$ cat src/rtl/gpio_cfg_pkg.sv
// gpio_cfg_pkg: shared GPIO pad configuration word layout.
package gpio_cfg_pkg;
    localparam int GPIO_CFG_W   = 10;
    localparam int CFG_MGMT_ENA = 0;
    localparam int CFG_OUTENB   = 1;
    localparam int CFG_INP_DIS  = 2;
    localparam int CFG_PU       = 3;
    localparam int CFG_PD       = 4;
    localparam int CFG_SCHMITT  = 5;
    localparam int CFG_SLEW     = 6;
    localparam int CFG_DRIVE_LO = 7;
    localparam int CFG_DRIVE_HI = 8;
    localparam int CFG_HOLD     = 9;

    typedef struct packed {
        logic       hold;
        logic [1:0] drive;
        logic       slew;
        logic       schmitt;
        logic       pd;
        logic       pu;
        logic       inp_dis;
        logic       outenb;
        logic       mgmt_ena;
    } gpio_cfg_t;
endpackage

$ cat src/rtl/gpio_config_shift.sv
// gpio_config_shift: per-pad live GPIO config, loaded from tie-cell defaults or a serial daisy chain.
module gpio_config_shift
    import gpio_cfg_pkg::*;
#(
    parameter int WIDTH = GPIO_CFG_W,
    parameter int CNT_W = 4
) (
    input  logic             wb_clk_i,
    input  logic             wb_rst_i,
    input  logic [WIDTH-1:0] gpio_defaults,
    input  logic             serial_data_in,
    input  logic             serial_shift,
    input  logic             serial_load,
    input  logic             serial_resync,
    output logic             serial_data_out,
    output logic [WIDTH-1:0] gpio_config,
    output logic             mgmt_ena,
    output logic             gpio_outenb,
    output logic             gpio_inp_dis,
    output logic             gpio_pu,
    output logic             gpio_pd,
    output logic             gpio_schmitt,
    output logic             gpio_slew,
    output logic [1:0]       gpio_drive,
    output logic             gpio_hold,
    output logic             load_err
);
    logic [WIDTH-1:0] shift_q, shift_d, cfg_q, cfg_d;
    logic [CNT_W-1:0] cnt_q, cnt_d;
    logic             err_q, err_d;

    // Load samples the pre-edge shift register and count, so a simultaneous shift does not leak in.
    always_comb begin
        shift_d = shift_q;
        cfg_d   = cfg_q;
        cnt_d   = cnt_q;
        err_d   = 1'b0;
        if (serial_resync) begin
            shift_d = gpio_defaults;
            cfg_d   = gpio_defaults;
            cnt_d   = '0;
        end else begin
            if (serial_shift) begin
                shift_d = {shift_q[WIDTH-2:0], serial_data_in};
                cnt_d   = (&cnt_q) ? cnt_q : cnt_q + 1'b1;
            end
            if (serial_load) begin
                cfg_d = shift_q;
                err_d = cnt_q != CNT_W'(WIDTH);
                cnt_d = serial_shift ? CNT_W'(1) : '0;
            end
        end
    end

    always_ff @(posedge wb_clk_i) begin
        if (wb_rst_i) begin
            shift_q <= gpio_defaults;
            cfg_q   <= gpio_defaults;
            cnt_q   <= '0;
            err_q   <= 1'b0;
        end else begin
            shift_q <= shift_d;
            cfg_q   <= cfg_d;
            cnt_q   <= cnt_d;
            err_q   <= err_d;
        end
    end

    assign serial_data_out = shift_q[WIDTH-1];
    assign gpio_config     = cfg_q;
    assign load_err        = err_q;
    assign mgmt_ena        = cfg_q[CFG_MGMT_ENA];
    assign gpio_outenb     = cfg_q[CFG_OUTENB];
    assign gpio_inp_dis    = cfg_q[CFG_INP_DIS];
    assign gpio_pu         = cfg_q[CFG_PU];
    assign gpio_pd         = cfg_q[CFG_PD];
    assign gpio_schmitt    = cfg_q[CFG_SCHMITT];
    assign gpio_slew       = cfg_q[CFG_SLEW];
    assign gpio_drive      = cfg_q[CFG_DRIVE_HI:CFG_DRIVE_LO];
    assign gpio_hold       = cfg_q[CFG_HOLD];
endmodule

$ cat config.mk
export PLATFORM = sky130hd
export DESIGN_NAME = gpio_config_shift
export DESIGN_NICKNAME = d
export VERILOG_FILES = /design/src/rtl/gpio_cfg_pkg.sv /design/src/rtl/gpio_config_shift.sv
export SDC_FILE = /design/constraint.sdc
export NUM_CORES = 1
export LEC_CHECK = 0
export BUFFER_PORTS_ARGS = -buffer_cell sky130_fd_sc_hd__buf_2
export CAP_MARGIN = 20
export CORE_MARGIN = 2
export CORE_UTILIZATION = 39
export CTS_CLUSTER_DIAMETER = 150
export DETAILED_ROUTE_END_ITERATION = 10
export PLACE_DENSITY = 0.63
export SETUP_SLACK_MARGIN = 0.4
export SLEW_MARGIN = 20
export SYNTH_ARGS = -nofsm -noshare
export SYNTH_HDL_FRONTEND = slang
export SYNTH_SLANG_ARGS = --single-unit
$ cat constraint.sdc
create_clock -name wb_clk_i -period 2.5 [get_ports wb_clk_i]
set_clock_uncertainty 0.1 [all_clocks]
set_input_delay 0.5 -clock wb_clk_i [delete_from_list [all_inputs] [get_ports wb_clk_i]]
set_output_delay 0.5 -clock wb_clk_i [all_outputs]
set_load 0.02 [all_outputs]
Word level (Yosys, flattened, before mapping)
Index checks and enable logic that the tools add are counted.
{"block": "word_totals", "ff_bits": 25, "in_bits": 16, "out_inout_bits": 22, "wordCells": 25}
{"block": "op_classes", "add_sub_neg": 1, "eq_ne": 2, "muxes": 10, "bitwise": 1, "n_reduce_logical": 7}
{"op": "2-to-1 mux 10 bit", "count": 6}
{"op": "2-to-1 mux 4 bit", "count": 3}
{"op": "nonzero test 3 bit", "count": 2}
{"op": "adder 4 x 1 -> 4 bit, second input constant", "count": 1}
{"op": "!= test 4 bit, second input constant", "count": 1}
{"op": "AND reduction 4 bit", "count": 1}
{"op": "OR reduction 3 bit", "count": 1}
{"op": "!= test 2 bit, second input constant", "count": 1}
{"op": "AND reduction 2 bit", "count": 1}
{"op": "nonzero test 2 bit", "count": 1}
{"op": "OR reduction 2 bit", "count": 1}
{"op": "2-to-1 mux 1 bit", "count": 1}
{"op": "inverter 1 bit", "count": 1}

Longest topological paths before layout
{"block": "logic_depth", "word_depth": 4, "mapped_depth": 4, "ltp_nobuf": 4}

Worst setup path before layout
Ideal clock, no wire load.
{"block": "synth_path", "path_kind": "input-to-reg", "start": "in serial_resync", "end": "reg cfg_q[1] (netlist: gpio_config[1]), data pin", "setup_ps": 254, "arrival_time_ps": 1083, "required_ps": 2146, "slack_ps": 1064, "path_stages": 4, "n_path_buf": 1, "cell_sequence": "or2_2 buf_2 nand2_1 nand2_1"}
{"block": "synth_via", "elab_chain_cells": 2}
{"element": "start, declared", "line": "gpio_config_shift.sv:14", "text": "input logic serial_resync,"}
{"element": "2-to-1 mux 10 bit", "line": "gpio_config_shift.sv:38", "text": "if (serial_resync) begin"}
{"element": "2-to-1 mux 10 bit", "line": "gpio_config_shift.sv:56", "text": "if (wb_rst_i) begin"}
{"element": "end signal, assigned", "line": "gpio_config_shift.sv:58", "text": "cfg_q <= gpio_defaults;"}
{"element": "end signal, assigned", "line": "gpio_config_shift.sv:63", "text": "cfg_q <= cfg_d;"}
{"element": "end, declared", "line": "gpio_config_shift.sv:28", "text": "logic [WIDTH-1:0] shift_q, shift_d, cfg_q, cfg_d;"}
Every way passes these cells.
A chain may end at the register's enable or synchronous reset.

Worst setup path after layout
{"block": "layout_path", "start": "reg cfg_q[1] (netlist: gpio_config[1])", "end": "out gpio_outenb"}
{"element": "end, declared", "line": "gpio_config_shift.sv:18", "text": "output logic gpio_outenb,"}
No word-level cell between the ends.

==> summary.md <==
| Metric | Value |
|---|---|
| Outcome | complete, no violations |
| Root Buffer Master | clkbuf_4 |
| DR WL/cell | 12.1 µm |
| CP Data Required Time | between 1500 and 2000 ps |
| Design Area, Final | around 1300 µm² |
| Clk pin slew, worst setup/hold paths | 130 ps |
| Stages on worst setup path | 1 |
| DRC viols | 0 |
| RSZ-0062 raised after global routing | no |
| H-tree depth | 1 |
| CTS buffer count | 3 |
| Gpl congestion | about 0.69 |
| Seq/Total Area, Yosys | 0.636 |
| Placement Cell Area | 1250 µm² |
| Syn avg cell area | 10.8 µm² |
| Pin count of the biggest net entering global routing | 14 |
| Comb power frac | 0.168 |
| Crit Path Class | register to output port |
| Synth area leaders | edfxtp_1 (54%), nand2_1 (15%), dfxtp_1 (9.1%) |
| Initial DRT Pass Iterations | 4 |
| Die ar. | 3270 µm² |
| Via density | between 4 and 5 |
| Mapped Cells | 102 |
| Crit path max fanout | 2 |
| Period utilization | 0.600 |
| Post-CTS setup buffer count | 0 |
| Final Critical Period | 1500 ps |
| Synth Net Count | 120 |
| WHS | 342 ps |
| Worst slew pin tran | 445 ps |
| Most numerous cell in the Yosys netlist | nand2_1 |
| Fillers | between 200 and 300 |
| Mux contribution to synthesized area | 0 |
| Die Height | around 57 µm |
| Setup TNS | 0 ps |
| Synth Area in XOR/XNOR | 0 |
| Max Fclk | about 0.67 GHz |
| Yosys cell types | 20 |
| Port bufs | 37 |
| # rows | 19 |
| First-pass GRT wire length | 3050 µm |
| Worst Setup Start Kind | register |
| Max Cap Viol | 0 |
| Min-delay worst type | primary input to register |
| Final nets | 151 |
| Worst setup margin | 999 ps |
| Core Area | 2710 µm² |
| Share of cells above drive strength 1 | 0.333 |
| DP HPWL | 1440 µm |
| Number of synthesized register bits | 25 |
| Clock network fraction of total power | 0.218 |
| Crit end category | output port |
| Slowest-stage cell, CP | edfxtp_1 |
| CTS Hold Buffers Added | 0 |
| Critical R2R Launch | cnt_q[1] |
| Static Leak | 0.602 nW |
| IO Pins | 38 |
| Antenna-violating nets left | 0 |
| Largest family of logic cells by synthesized area | simple AND/OR/NAND/NOR gates |
| Num Clock Sinks | 25 |
| Internal power | 0.000597 W |
| Slew headroom | 0.703 |
| Switching Share | 0.267 |
| Top cell type's share of synthesized area | 0.545 |
| Top cell type by total area after synthesis | edfxtp_1 |
| Clock latency on the worst-skew pair | 310 ps |
| CTS tree | done |
| Initial antenna violation count | 0 |
| Cell Chain, Critical Path | buf_2 |
| Layout area overhead | 15.7% |
| DRT iter0 DRCs | 8 |
| Crit path from | gpio_config[1] |
| Mapped Area | 1100 µm² |
| Power density cells | between 600 and 700 nW/µm² |
| Post-place setup slack | 865 ps |
| Ant. Diodes | 0 |
| Storage element area | 701 µm² |
| Final Hold Vio Count | 0 |
| GRT Total Usage | 0.124 |
| Multi-input gate area | 305 µm² |
| Synth Area in Simple Gates | 0.196 |
| CTS resizes | 0 |
| Die Wd | about 57 µm |
| Synth top cells by count | nand2_1 (43), edfxtp_1 (20), buf_4 (10), dfxtp_1 (5) |
| Net Sw Power | 0.000218 W |
| EDFF count, synth | 20 |
| Main synth FF type | edfxtp_1 |
| Async set-reset flop share out of synthesis | 0 |
| Syn. warnings | 0 |
| Adder-cell share of the synthesized area | 0.0227 |
| Pins over their slew limit | 0 |
| Overflow after GRT | 0 |
| Synth Area in Compound Gates | 0.0579 |
| Worst Path Buf+Inv | 1 |
| Worst r2r path cells | 4 |
| WP data arrival | 900 ps |
| Reg power frac | 0.614 |
| Setup Viol. Count Final | 0 |
| Reg2Reg Setup Slack | 1110 ps |
| Max incr delay on CP | around 420 ps |
| Peak supply drop | 0.332 mV |
| Reg2reg end | cnt_q[0] |
| Routed via count | 778 |
| CP top delay family | flip-flops |
| Vias in the first global route | between 700 and 800 |
| CP endpoint | gpio_outenb |
| WL final | 1970 µm |
| Initial core utilization | 0.407 |
| Clock buffer depth | 2 |
-- cells in the final DEF, fill, tap and decap left out, types with 2 or more instances in the layout --
cell,netlist,routed
nand2_1,43,43
buf_2,2,37
edfxtp_1,20,20
dfxtp_1,5,5
inv_1,3,3
a211oi_1,3,3
clkbuf_4,0,3
nor3_1,2,2
a31oi_1,2,2
ha_1,2,2
-- power groups by stage --
stage               registers [W]  logic (W)  clock network, W
finish                   0.000501   0.000137          0.000177
global route             0.000506   0.000148          0.000199
CTS                      0.000501   0.000138          0.000182
detailed placement       0.000511   0.000138                 0
global placement         0.000509   0.000137                 0
floorplan                0.000535  0.0000795                 0
-- cell type report --
type,count,area share
sequential,25,0.550
multi-input combinational,62,0.239
timing repair buffer,38,0.151
tap,31,0.0304
clock buffer,4,0.0206
inverter,3,0.00883
-- per-layer routing --
layer,GRT usage,part of all wire,vias to the layer above,routed length [µm]
met5,0,0,-,0
met4,0.0764,0.015,0,30
met3,0.0295,0.067,4,133
met2,0.199,0.48,26,947
met1,0.151,0.44,346,862
li1,-,-,402,-
-- per-stage QoR --
step / std cells / total power (W) / util
2_1_floorplan: 102 / 0.000615 / -
3_3_place_gp: 159 / 0.000646 / 0.461
3_5_place_dp: 159 / 0.000649 / 0.461
4_1_cts: 163 / 0.000822 / 0.470
5_1_grt: 163 / 0.000852 / 0.470
6_report: 163 / 0.000815 / 0.470
-- flip-flops by register name, summed over array words and instances (netlist names) --
signal	flops
cnt_q	4
shift_q	10
load_err	1
gpio_config	10
-- kinds of logic (layout without fill, tap and decap cells) --
group                      after synthesis  after routing
AOI/OAI and AO/OA                        8              8
adders and majority gates                2              2
buffers and inverters                   15             45
DFF                                     25             25
and+or+nand+nor                         52             52
-- worst min path at each step --
| stage | slack (ps) | start | endpoint | cells past startpoint |
|---|---|---|---|---|
| global route | 330 | serial_load | cnt_q[0] | 2 |
| detailed placement | 420 | shift_q[1] | shift_q[2] | 2 |
| global placement | 410 | shift_q[6] | gpio_config[6] | 2 |
| finish | 340 | serial_load | cnt_q[0] | 2 |
| floorplan | 390 | cnt_q[3] | load_err | 1 |
| CTS | 330 | serial_load | cnt_q[0] | 2 |
Note: power is estimated with default switching activity, not from simulation.
